**src/rtl/prescaler_multi_if.sv**
```systemverilog
// Configuration write port of the multi-channel prescaler.
// The master drives one channel's divisor/mode write per strobe.
interface prescaler_multi_if #(
   parameter int WIDTH    = 16,
   parameter int SEL_BITS = 2
);
   logic                cfg_we;
   logic [SEL_BITS-1:0] cfg_sel;
   logic [WIDTH-1:0]    cfg_div;
   logic                cfg_mode;

   modport master (
      output cfg_we,
      output cfg_sel,
      output cfg_div,
      output cfg_mode
   );

   modport slave (
      input cfg_we,
      input cfg_sel,
      input cfg_div,
      input cfg_mode
   );
endinterface

```
**src/rtl/prescaler_multi.sv**
```systemverilog
// Multi-channel programmable prescaler: periodic or one-shot tick per channel.
// Define PRESCALER_CASCADE_EN to clock channel i>0 from tick[i-1].
module prescaler_multi #(
   parameter int CHANNELS    = 4,
   parameter int WIDTH       = 16,
   parameter int SEL_BITS    = 2,
   parameter int DEFAULT_DIV = 1
) (
   input  logic                  clk,
   input  logic                  rst,
   input  logic [CHANNELS-1:0]   run,
   input  logic [CHANNELS-1:0]   restart,
   prescaler_multi_if.slave      cfg,
   output logic [CHANNELS-1:0]   tick,
   output logic [CHANNELS-1:0]   busy
);

   typedef enum logic {
      IDLE  = 1'b0,
      COUNT = 1'b1
   } state_e;

   for (genvar i = 0; i < CHANNELS; i++) begin : g_ch
      state_e           state_q, state_d;
      logic [WIDTH-1:0] cnt_q, cnt_d;
      logic [WIDTH-1:0] div_q, div_d;
      logic             mode_q, mode_d;
      logic             tick_q, tick_d;
      logic             busy_q, busy_d;
      logic             wr;
      logic             gate;
      logic             act;

`ifdef PRESCALER_CASCADE_EN
      if (i == 0) begin : g_src
         assign gate = 1'b1;
      end else begin : g_cas
         assign gate = tick[i-1];
      end
`else
      assign gate = 1'b1;
`endif

      // Out-of-range selects never match any channel index.
      assign wr  = cfg.cfg_we && (cfg.cfg_sel == SEL_BITS'(i));
      assign act = run[i] && (state_q == COUNT) && gate;

      always_comb begin
         state_d = state_q;
         cnt_d   = cnt_q;
         div_d   = div_q;
         mode_d  = mode_q;
         tick_d  = 1'b0;
         busy_d  = busy_q;
         if (wr) begin
            div_d   = cfg.cfg_div;
            mode_d  = cfg.cfg_mode;
            cnt_d   = '0;
            busy_d  = 1'b0;
            state_d = cfg.cfg_mode ? IDLE : COUNT;
         end else if (restart[i]) begin
            cnt_d   = '0;
            state_d = COUNT;
            busy_d  = mode_q;
         end else if (act) begin
            if (cnt_q == div_q) begin
               tick_d = 1'b1;
               cnt_d  = '0;
               if (mode_q) begin
                  state_d = IDLE;
                  busy_d  = 1'b0;
               end
            end else begin
               cnt_d = cnt_q + WIDTH'(1);
            end
         end else if (!mode_q && state_q == IDLE) begin
            // Periodic channels only sit in IDLE right after reset.
            state_d = COUNT;
         end
      end

      always_ff @(posedge clk) begin
         if (rst) begin
            state_q <= IDLE;
            cnt_q   <= '0;
            div_q   <= WIDTH'(DEFAULT_DIV);
            mode_q  <= 1'b0;
            tick_q  <= 1'b0;
            busy_q  <= 1'b0;
         end else begin
            state_q <= state_d;
            cnt_q   <= cnt_d;
            div_q   <= div_d;
            mode_q  <= mode_d;
            tick_q  <= tick_d;
            busy_q  <= busy_d;
         end
      end

      assign tick[i] = tick_q;
      assign busy[i] = busy_q;
   end

endmodule

```
**src/flat_wrapper.sv**
```systemverilog
// flat-port wrapper written by rule: the top's interface ports become plain ports
module prescaler_multi_flat 
#(
   parameter int CHANNELS    = 4,
   parameter int WIDTH       = 16,
   parameter int SEL_BITS    = 2,
   parameter int DEFAULT_DIV = 1
)
  (clk, rst, run, restart, tick, busy, cfg_cfg_we, cfg_cfg_sel, cfg_cfg_div, cfg_cfg_mode);
  prescaler_multi_if #(.WIDTH(WIDTH), .SEL_BITS(SEL_BITS)) cfg_i ();
  input  logic clk;
  input  logic rst;
  input  logic [CHANNELS-1:0] run;
  input  logic [CHANNELS-1:0] restart;
  output logic [CHANNELS-1:0] tick;
  output logic [CHANNELS-1:0] busy;
  input wire logic [$bits(cfg_i.cfg_we)-1:0] cfg_cfg_we;
  input wire logic [$bits(cfg_i.cfg_sel)-1:0] cfg_cfg_sel;
  input wire logic [$bits(cfg_i.cfg_div)-1:0] cfg_cfg_div;
  input wire logic [$bits(cfg_i.cfg_mode)-1:0] cfg_cfg_mode;
  assign cfg_i.cfg_we = cfg_cfg_we;
  assign cfg_i.cfg_sel = cfg_cfg_sel;
  assign cfg_i.cfg_div = cfg_cfg_div;
  assign cfg_i.cfg_mode = cfg_cfg_mode;
  prescaler_multi #(.CHANNELS(CHANNELS), .WIDTH(WIDTH), .SEL_BITS(SEL_BITS), .DEFAULT_DIV(DEFAULT_DIV)) u_core (.clk(clk), .rst(rst), .run(run), .restart(restart), .cfg(cfg_i), .tick(tick), .busy(busy));
endmodule
```
**config.mk**
```make
export PLATFORM = sky130hd
export DESIGN_NAME = prescaler_multi_flat
export DESIGN_NICKNAME = d
export VERILOG_FILES = /design/src/rtl/prescaler_multi_if.sv /design/src/rtl/prescaler_multi.sv /design/src/flat_wrapper.sv
export SDC_FILE = /design/constraint.sdc
export NUM_CORES = 1
export LEC_CHECK = 0
export CAP_MARGIN = 40
export CORE_MARGIN = 3
export CORE_UTILIZATION = 35
export DETAILED_ROUTE_END_ITERATION = 8
export GPL_ROUTABILITY_DRIVEN = 0
export HOLD_SLACK_MARGIN = 0.02
export SETUP_SLACK_MARGIN = 0.05
export SLEW_MARGIN = 20
export SYNTH_ARGS = -nofsm -noshare
export SYNTH_HDL_FRONTEND = slang
export SYNTH_SLANG_ARGS = --single-unit
```
**constraint.sdc**
```tcl
create_clock -name clk -period 1.95 [get_ports clk]
set_input_delay 0.39 -clock clk [delete_from_list [all_inputs] [get_ports clk]]
set_output_delay 0.39 -clock clk [all_outputs]
set_load 0.005 [all_outputs]
```
# Word-level counts from Yosys, hierarchy flattened
# Cells that the tools add are included.
# word_totals
ff_bits,144
in_bits,30
# classes
addsub,4
eq_ne,15
mux,41
bitwise,8
reduce_logical,53
# op_table
operator,n
16-bit by 1-bit adder with 16-bit output (second input constant),4
16-bit equality test,4
16-bit 2-to-1 mux,4
1-bit 2-to-1 mux,37
3-bit AND reduction,8
2-bit nonzero test,12
4-bit by 2-bit != test with 1-bit output (second input constant),4
4-bit by 3-bit != test with 1-bit output (second input constant),4
4-bit nonzero test,4
4-bit OR reduction,4
1-bit logical AND,12
3-bit OR reduction,4
1-bit NOT,8
2-bit OR reduction,4
2-bit equality test (second input constant),2
1-bit zero test,4
2-bit by 1-bit equality test with 1-bit output (second input constant),1
2-bit zero test,1

# Logic depth before layout (Yosys ltp)
# Gate-level depths: netlist of run 1.
# logic_depth
word_depth,6
ltp_mapped,8

# Worst setup path after synthesis of run 1
# OpenSTA, ideal clock, no wires.
# synth_path
path_kind,input port to flip-flop
start,input port cfg_cfg_sel[1]
end,register u_core.g_ch[0].cnt_q[15]
t_arrival_ps,1490
slack_ps,346
path_stages,8
path_cell_list,buf_2 > or3b_1 > buf_2 > nand2_1 > nor2_1 > o21ai_2 > buf_6 > nor2_1
# synth_between
elab_chain_len,3
# synth_rtl
element,line,source
"start, declared",flat_wrapper.sv:18,input wire logic [$bits(cfg_i.cfg_sel)-1:0] cfg_cfg_sel;
2-bit zero test,prescaler_multi.sv:45,assign wr = cfg.cfg_we && (cfg.cfg_sel == SEL_BITS'(i));
1-bit logical AND,prescaler_multi.sv:45,
3-bit OR reduction (no line),--,
"end signal, assigned",prescaler_multi.sv:92,cnt_q <= cnt_d;
"end, declared",prescaler_multi.sv:25,"logic [WIDTH-1:0] cnt_q, cnt_d;"
# No other way between the ends.
# A chain may end at the register's enable or synchronous reset.

# Worst setup path in the final report of run 1
# layout_path
start,register u_core.g_ch[2].cnt_q[10]
end,register u_core.g_ch[2].cnt_q[10]
# layout_between
elab_chain_len,2
elab_cells_between_ends,3
classes_between,add/sub: 1; eq/ne: 1; mux: 1
# layout_rtl
element,line,source
"start, declared",prescaler_multi.sv:25,
"start signal, assigned",prescaler_multi.sv:92,
16-bit by 1-bit adder with 16-bit output or 16-bit equality test (tied branches),"prescaler_multi.sv:74, prescaler_multi.sv:66",
16-bit 2-to-1 mux *,prescaler_multi.sv:66,if (cnt_q == div_q) begin
# Every way passes the cells marked *; elsewhere a longest branch is shown, timed or not.

==> flow_metrics.tcl, run 1 <==
set metrics [dict create \
    r2r-start "u_core.g_ch[2].cnt_q[10]$_SDFFE_PP0N_" \
    rows 49 \
    layout_commonest_cell "nand2_1" \
    numCtsBuffers 17 \
    worstPathRequired_ns 2.26 \
    synth-xor-area-share 0.1606 \
    avgViaCountPerCell 4.839 \
    setup_violations 0 \
    fin_crit_sh 0.9080 \
    place.detailed.hpwl_um 11190 \
    fin_ws_ns 0.1794 \
    hold_viol_final 0 \
    r2r-end "u_core.g_ch[2].cnt_q[10]$_SDFFE_PP0N_" \
    worstSetupStartpointType "flop" \
    ys_ff_latch 144 \
    clockPowerShare 0.474 \
    muxShareOfSynthArea 0.004551 \
    synth-compound-area-share 0.07357 \
    ys_types 49 \
    reg2reg_depth 6 \
    syn_to_final_growth_pct 22.39 \
    die_area_sq_mm 0.02054 \
    path_cells "xor2_1, nor4_2, nand4_2, o21ai_2, buf_12, nor2_2" \
    report.final.slew_viol_count 0 \
    grt_pass1_wl_um 25580 \
    hold_end "u_core.g_ch[3].mode_q$_SDFFE_PP0P_" \
    vias 5318 \
    drv_cap 0 \
    fin_crit_ns 1.771 \
    grt_overflow_total 0 \
    crit_family "simple AND/OR/NAND/NOR gates" \
    dr_wl_met3_um 795 \
    placedCellCount 1066 \
    start_util 0.3612 \
    met1_length_um 7210 \
    cp.buffers_inverters 1 \
    synthAdderAreaFrac 0.007584 \
    core_sq_mm 0.01827 \
    report.power.total_uw 6749 \
    drc_errors 0 \
    end_kind "flop" \
    leakagePower_uw 0.003192 \
    layout-drive-gt1-share 0.1345 \
    hold_path_depth 2 \
    cts.path.max_buffers 2 \
    clkTransAtPathRegs_ns 0.06 \
    wl_met2_um 7116 \
    fin_nets 891 \
    status "completed" \
    grt_pass1_vias 5186 \
    diodes 0 \
    fmax_ghz 0.5648 \
    yosys.area.top_type "dfxtp_1" \
    drt_pass1_iterations 4 \
    rrSetupSlack_ns 0.18 \
    irDropWorstVdd_mv 0.4909 \
    drtIter0Drc 360 \
    cp-startpoint "u_core.g_ch[2].cnt_q[10]$_SDFFE_PP0N_" \
    hold_start "rst" \
    antenna_left 0 \
    hold_class "in2reg" \
    clock-sinks 144 \
    max-slew-margin-rel 0.7097 \
    synth-simple-area-share 0.2778 \
    cp_slowest_cell "dfxtp_1" \
    cp_max_fo 12 \
    die_h_um 143.3 \
    place.port_buffers 37 \
    p_per_area_mw_per_mm2 835.6 \
    cts_root_buf "clkbuf_16" \
    final_core_util 0.4421 \
    h-tree-depth 4 \
    tritoncts "built" \
    avgRoutedWirePerCell_um 14.01 \
    critical_path_class "reg2reg" \
    synth_top_family_by_area "simple AND/OR/NAND/NOR gates" \
    grt_usage 0.1570 \
    dpl_worst_slack_ns -0.05963 \
    finalNonFillerCells 1099 \
    synthesis.nets 821 \
    fin_worst_skew_ns 0.006229 \
    grt_max_degree 37 \
    wl_um 15400 \
    syn-cell-area_sq_mm 0.006599 \
    arrival_ns 2.08 \
    rsz0062_at_grt "false" \
    dieWidth_um 143.3 \
    pwr-share-comb 0.074 \
    layout.cells.most_common_list "nand2_1 (174), dfxtp_1 (144), xor2_1 (91)" \
    antenna_found_initial 2 \
    avgSynthCellArea_sq_um 8.385 \
    cts_hold_buf 0 \
    top_layer "met5" \
    worst_pin_slew_ns 0.4321 \
    netSwitchingFraction 0.2281 \
    yosys_warnings 0 \
    power.share.sequential 0.452 \
    io_pins 38 \
    ys_seq_area_frac 0.4369 \
    p_sw_uw 1539 \
    yosys.area.top_type_share 0.4369 \
    clk-insertion-delay-late_ns 0.42 \
    synth_area_leaders "dfxtp_1 (44%), xor2_1 (12%), nand2_1 (9.9%)" \
    cpPeakStageDelay_ns 0.35 \
    syn_inst 787 \
    p_int_uw 5210 \
]
-- how the worst max path moves through the flow --
stage,endpoint,cells after the start
6_report,u_core.g_ch[2].cnt_q[10]$_SDFFE_PP0N_,6
5_1_grt,u_core.g_ch[2].cnt_q[4]$_SDFFE_PP0N_,6
4_1_cts,u_core.g_ch[0].busy_q$_SDFFE_PP0P_,5
3_5_place_dp,u_core.g_ch[3].cnt_q[12]$_SDFFE_PP0N_,5
3_3_place_gp,u_core.g_ch[3].cnt_q[14]$_SDFFE_PP0N_,5
2_1_floorplan,u_core.g_ch[0].cnt_q[15]$_SDFFE_PP0N_,8
-- layer usage --
layer  global-route usage  up-vias
met3              0.04426       25
met2               0.2478       68
met4              0.04955        4
met1               0.2094     2448
met5                    0        -
li1                     -     2773
-- metrics by stage --
step | hold slack, ns | instance area [sq um] | setup TNS, ns
after detailed placement | 0.4614 | 7478 | -0.7022
after global placement | 0.4545 | 7478 | -0.2174
final | 0.3662 | 8077 | 0
after global routing | 0.3682 | 8077 | 0
after floorplan | 0.4478 | 6599 | 0
after CTS | 0.3501 | 8063 | 0
-- cells by family after synthesis --
group	count (synthesis)
xor+xnor	121
buf+inv	48
fa+ha+maj	4
simple gates	379
compound gates	88
mux	3
flops	144
-- Yosys cell counts (all sizes together) --
master	n
or2	1
nor3b	3
nand3	30
and2	4
nor3	21
nand2	174
o211ai	1
o21ai	9
or3	2
inv	6
nand4	15
o311ai	2
and3	8
nand2b	1
xnor2	30
clkbuf	14
dfxtp	144
a21oi	69
nor4b	2
a221oi	3
nor2	74
and4	10
ha	4
a211oi	1
nor2b	2
and3b	2
nor4	22
o31ai	1
buf	28
a22oi	1
nand3b	7
or3b	1
xor2	91
a31oi	1
mux2i	3
-- power by group through the flow --
stage | registers, uW | logic (uW) | clock network, uW
final | 3050 | 498 | 3200
after global routing | 3060 | 549 | 3400
after floorplan | 3100 | 277 | 0
after CTS | 3050 | 492 | 3280
after global placement | 3120 | 483 | 0
after detailed placement | 3120 | 487 | 0
-- state kept, by name, summed over array words and instances, names as in the netlist --
register and cells:
u_core.g_ch.busy_q 4, u_core.g_ch.cnt_q 64, u_core.g_ch.div_q 64, u_core.g_ch.mode_q 4, u_core.g_ch.state_q 4, u_core.g_ch.tick_q 4
-- worst register-to-register path, stage by stage, from the launching register on --
cell and delay, ns:
dfxtp_1 0.35, xor2_1 0.19, nor4_2 0.32, nand4_2 0.31, o21ai_2 0.27, buf_12 0.17, nor2_2 0.05
-- cell type report --
class                   count  area, sq um
clock buffers              18        429.2
clock inverters            14        147.6
repair buffers             93        835.8
multi-input cells         595         3472
well taps                 229        286.5
flip-flops and latches    144         2883
inverters                   6        22.52
fillers                  1810        10190
-- timing repair --
item / CTS / global route
gates resized for setup: 1 / 2
cloned: 0 / 0
endpoints found under the setup margin: 10 / 1
pin swaps: 0 / 1
buffers inserted: 0 / 1
Power figures use the tool's default switching activity.
==> inputs of run 2 (changes only) <==
--- a/config.mk
+++ b/config.mk
@@ -11,6 +11,7 @@
 export DETAILED_ROUTE_END_ITERATION = 8
 export GPL_ROUTABILITY_DRIVEN = 0
 export HOLD_SLACK_MARGIN = 0.02
+export PLACE_DENSITY = 0.5
 export SETUP_SLACK_MARGIN = 0.05
 export SLEW_MARGIN = 20
 export SYNTH_ARGS = -nofsm -noshare
==> flow_metrics.tcl, run 2 (same netlist as run 1, synthesis figures left out) <==
set metrics [dict create \
    critical_path_class "reg2reg" \
    status "completed" \
    fin_nets 892 \
    r2r-start "u_core.g_ch[2].cnt_q[0]$_SDFFE_PP0N_" \
    hold_viol_final 0 \
    diodes 0 \
    io_pins 38 \
    worst_pin_slew_ns 0.5942 \
    reg2reg_depth 6 \
    grt_max_degree 26 \
    clock-sinks 144 \
    hold_end "u_core.g_ch[2].div_q[15]$_SDFFE_PP0P_" \
    cp_max_fo 12 \
    drtIter0Drc 271 \
    vias 5426 \
    grt_overflow_total 0 \
    place.port_buffers 37 \
    antenna_found_initial 0 \
    power.share.sequential 0.426 \
    top_layer "met4" \
    dpl_worst_slack_ns -0.1218 \
    fin_crit_ns 1.812 \
    placedCellCount 1067 \
    top_regs "u_core.g_ch.cnt_q: 64 flops, u_core.g_ch.div_q: 64 flops" \
    die_h_um 143.3 \
    setup_violations 0 \
    drt_pass1_iterations 5 \
    fin_ws_ns 0.1375 \
    r2r-end "u_core.g_ch[2].cnt_q[6]$_SDFFE_PP0N_" \
    p_per_area_mw_per_mm2 877.2 \
    layout_commonest_cell "nand2_1" \
    drc_errors 0 \
    wl_um 16400 \
    max-slew-margin-rel 0.6026 \
    rows 49 \
    finalNonFillerCells 1100 \
    fin_worst_skew_ns 0.007399 \
    grt_pass1_vias 5336 \
    layout-drive-gt1-share 0.1343 \
    clk-insertion-delay-late_ns 0.42 \
    worstSetupStartpointType "flop" \
    pwr-share-comb 0.071 \
    met1_length_um 7671 \
    p_sw_uw 1572 \
    place.detailed.hpwl_um 12150 \
    avgViaCountPerCell 4.933 \
    syn_to_final_growth_pct 23.95 \
    drv_cap 0 \
    cts.path.max_buffers 2 \
    report.final.slew_viol_count 0 \
    clockPowerShare 0.504 \
    grt_pass1_wl_um 26920 \
    fmax_ghz 0.5517 \
    dr_wl_met3_um 685 \
    cts_root_buf "clkbuf_16" \
    p_int_uw 5603 \
    core_sq_mm 0.01827 \
    start_util 0.3612 \
    tritoncts "built" \
    grt_usage 0.1666 \
    irDropWorstVdd_mv 0.6002 \
    netSwitchingFraction 0.2191 \
    hold_path_depth 2 \
    antenna_left 0 \
    leakagePower_uw 0.003219 \
    layout.cells.most_common_list "nand2_1 (174), dfxtp_1 (144), xor2_1 (91)" \
    avgRoutedWirePerCell_um 14.91 \
    cts_hold_buf 0 \
    arrival_ns 2.12 \
    numCtsBuffers 17 \
    rsz0062_at_grt "false" \
    wl_met2_um 7888 \
    rrSetupSlack_ns 0.14 \
    fin_crit_sh 0.9295 \
    clkTransAtPathRegs_ns 0.06 \
    worstPathRequired_ns 2.26 \
    die_area_sq_mm 0.02054 \
    hold_start "u_core.g_ch[2].div_q[15]$_SDFFE_PP0P_" \
    h-tree-depth 4 \
    end_kind "flop" \
    hold_class "reg2reg" \
    dieWidth_um 143.3 \
]
## run 2: layout make-up
class	count	area, sq um
fillers	1822	10090
well taps	229	286.5
multi-input cells	595	3487
flip-flops and latches	144	2883
repair buffers	94	843.3
clock buffers	23	478.0
clock inverters	9	178.9
inverters	6	22.52
## run 2: worst max-delay path, stage by stage, from the launching register on
cell and delay [ns]:
dfxtp_1 0.46, xor2_1 0.13, nor4_2 0.41, nand4_4 0.25
o21ai_2 0.22, buf_12 0.17, nor2_2 0.05
## run 2: timing repair
item                       4_1_cts  5_1_grt
setup endpoints to repair       16       31
buffers inserted                 0        1
resized for setup                1        3
cloned                           0        0
pin swaps                        0        1
## run 2: how the worst max path moves through the flow
| stage | start | endpoint | cells after the start |
|---|---|---|---|
| 2_1_floorplan | cfg_cfg_sel[1] | u_core.g_ch[0].cnt_q[15]$_SDFFE_PP0N_ | 8 |
| 3_3_place_gp | run[1] | u_core.g_ch[1].cnt_q[15]$_SDFFE_PP0N_ | 6 |
| 3_5_place_dp | cfg_cfg_sel[1] | u_core.g_ch[1].cnt_q[13]$_SDFFE_PP0N_ | 5 |
| 4_1_cts | u_core.g_ch[1].cnt_q[14]$_SDFFE_PP0N_ | u_core.g_ch[1].cnt_q[13]$_SDFFE_PP0N_ | 6 |
| 5_1_grt | u_core.g_ch[0].cnt_q[9]$_SDFFE_PP0N_ | u_core.g_ch[0].busy_q$_SDFFE_PP0P_ | 5 |
| 6_report | u_core.g_ch[2].cnt_q[0]$_SDFFE_PP0N_ | u_core.g_ch[2].cnt_q[6]$_SDFFE_PP0N_ | 6 |
## run 2: layer usage
layer / vias to the layer above / global-route usage
met2: 89 / 0.2732
met1: 2549 / 0.2172
met5: - / 0
met3: 11 / 0.03295
met4: 0 / 0.06492
li1: 2777 / -
## run 2: power groups by stage
stage | logic, uW | registers [uW] | clock network, uW
after floorplan | 277 | 3100 | 0
after global placement | 488 | 3120 | 0
after detailed placement | 497 | 3120 | 0
after CTS | 501 | 3060 | 3700
after global routing | 561 | 3060 | 3820
final | 506 | 3060 | 3610
## run 2: stage by stage
stage | setup TNS [ns] | hold WS (ns) | instance area (sq um) | util | power, uW
floorplan | 0 | 0.4478 | 6599 | - | 3380
global placement | -0.6397 | 0.4560 | 7473 | 0.4091 | 3607
detailed placement | -2.017 | 0.4606 | 7473 | 0.4091 | 3616
CTS | 0 | 0.4438 | 8138 | 0.4454 | 7256
global route | 0 | 0.4799 | 8179 | 0.4477 | 7443
finish | 0 | 0.4688 | 8179 | 0.4477 | 7175
==> inputs of run 3 (changes only) <==
--- a/config.mk
+++ b/config.mk
@@ -6,7 +6,6 @@
 export NUM_CORES = 1
 export LEC_CHECK = 0
 export CAP_MARGIN = 40
-export CORE_MARGIN = 3
 export CORE_UTILIZATION = 35
 export DETAILED_ROUTE_END_ITERATION = 8
 export GPL_ROUTABILITY_DRIVEN = 0
==> flow_metrics.tcl, run 3 (same netlist as run 1, synthesis figures left out) <==
set metrics [dict create \
    grt_pass1_vias 5309 \
    hold_class "in2reg" \
    grt_max_degree 30 \
    h-tree-depth 4 \
    critical_path_class "reg2reg" \
    layout_commonest_cell "nand2_1" \
    final_core_util 0.4416 \
    report.final.slew_viol_count 0 \
    core_sq_mm 0.01821 \
    fin_crit_sh 0.9050 \
    drc_errors 0 \
    numCtsBuffers 17 \
    vias 5417 \
    grt_pass1_wl_um 26850 \
    drtIter0Drc 254 \
    leakagePower_uw 0.003143 \
    worstSetupStartpointType "flop" \
    clkTransAtPathRegs_ns 0.06 \
    cts_hold_buf 0 \
    antenna_found_initial 0 \
    rsz0062_at_grt "false" \
    fmax_ghz 0.5666 \
    fin_ws_ns 0.1852 \
    place.port_buffers 37 \
    clock-sinks 144 \
    fin_worst_skew_ns 0.006437 \
    worstPathRequired_ns 2.26 \
    cts.path.max_buffers 2 \
    die_h_um 139.3 \
    avgRoutedWirePerCell_um 14.96 \
    tritoncts "built" \
    p_per_area_mw_per_mm2 859.6 \
    drt_pass1_iterations 4 \
    drv_cap 0 \
    irDropWorstVdd_mv 0.6151 \
    grt_overflow_total 0 \
    diodes 0 \
    avgViaCountPerCell 4.979 \
    wl_um 16280 \
    status "completed" \
    dieWidth_um 139.3 \
    report.power.total_uw 6911 \
    arrival_ns 2.08 \
    fin_nets 881 \
    top_regs "u_core.g_ch.cnt_q: 64 flops, u_core.g_ch.div_q: 64 flops" \
    end_kind "flop" \
    cp_max_fo 12 \
    dpl_worst_slack_ns -0.08612 \
    path_cells "xor2_1, nor4_2, nand4_2, o21ai_2, buf_12, nor2_1" \
    antenna_left 0 \
    max-slew-margin-rel 0.6583 \
    fin_crit_ns 1.765 \
    io_pins 38 \
    layout.cells.most_common_list "nand2_1 (174), dfxtp_1 (144), xor2_1 (91)" \
    hold_viol_final 0 \
    worst_pin_slew_ns 0.5109 \
    start_util 0.3624 \
    grt_usage 0.1751 \
    place.detailed.hpwl_um 11960 \
    cp_slowest_cell "dfxtp_1" \
    cpPeakStageDelay_ns 0.36 \
    cts_setup_buffers 0 \
    layout-drive-gt1-share 0.1234 \
    syn_to_final_growth_pct 21.84 \
    num-fill-cells 1764 \
    setup_violations 0 \
    clk-insertion-delay-late_ns 0.42 \
    rows 49 \
    cts_root_buf "clkbuf_16" \
    die_area_sq_mm 0.01941 \
]
[run 3: power breakdown]
| part | switching, uW | leakage, uW | internal, uW |
|---|---|---|---|
| logic | 276 | 0.00168 | 211 |
| clock network | 1230 | 0.000294 | 2140 |
| registers | 52.0 | 0.00117 | 3000 |
| total | 1560 | 0.00314 | 5350 |
[run 3: critical path, delay by kind of cell, from the launching register on]
kind                   cells  cell delay [ns]
flip-flops                 1             0.36
AO/OA/AOI/OAI              1             0.26
XOR/XNOR                   1             0.19
AND/OR/NAND/NOR            3             0.68
buffers and inverters      1             0.17
[run 3: final timing paths]
path,depth (start not counted),slack [ns],endpoint,from
setup / recovery,6,0.19,u_core.g_ch[2].cnt_q[4]$_SDFFE_PP0N_,u_core.g_ch[2].cnt_q[8]$_SDFFE_PP0N_
hold / removal,2,0.46,u_core.g_ch[1].mode_q$_SDFFE_PP0P_,rst
setup reg to reg,6,0.19,u_core.g_ch[2].cnt_q[4]$_SDFFE_PP0N_,u_core.g_ch[2].cnt_q[8]$_SDFFE_PP0N_
hold reg to reg,2,0.47,u_core.g_ch[2].div_q[14]$_SDFFE_PP0P_,u_core.g_ch[2].div_q[14]$_SDFFE_PP0P_
[run 3: cell type report]
class	count	area (sq um)	area share
multi-input combinational	595	3472	0.4318
inverter	6	22.52	0.002801
timing repair buffer	83	760.7	0.09462
tap	229	286.5	0.03564
clock buffer	22	484.2	0.06022
clock inverter	9	131.4	0.01634
sequential	144	2883	0.3585
[run 3: timing repair]
action,4_1_cts,5_1_grt
pin swaps,0,1
endpoints found under the setup margin,1,4
resized for setup,1,1
cloned,0,0
[run 3: stage by stage]
stage / cell area (sq um) / instances / hold slack (ns) / setup TNS (ns)
after floorplan: 6599 / 787 / 0.4478 / 0
after global placement: 7411 / 1057 / 0.4572 / -0.2745
after detailed placement: 7411 / 1057 / 0.4631 / -1.086
after CTS: 8034 / 1088 / 0.4407 / 0
after global routing: 8040 / 1088 / 0.4723 / 0
final: 8040 / 1088 / 0.4618 / 0
[run 3: routing by layer]
| metal | vias to the layer above | GRT usage | routed length, um |
|---|---|---|---|
| li1 | 2747 | - | - |
| met1 | 2573 | 0.2246 | 7783 |
| met2 | 92 | 0.2967 | 7787 |
| met3 | 5 | 0.03957 | 606 |
| met4 | 0 | 0.04211 | 104 |
| met5 | - | 0 | 0 |
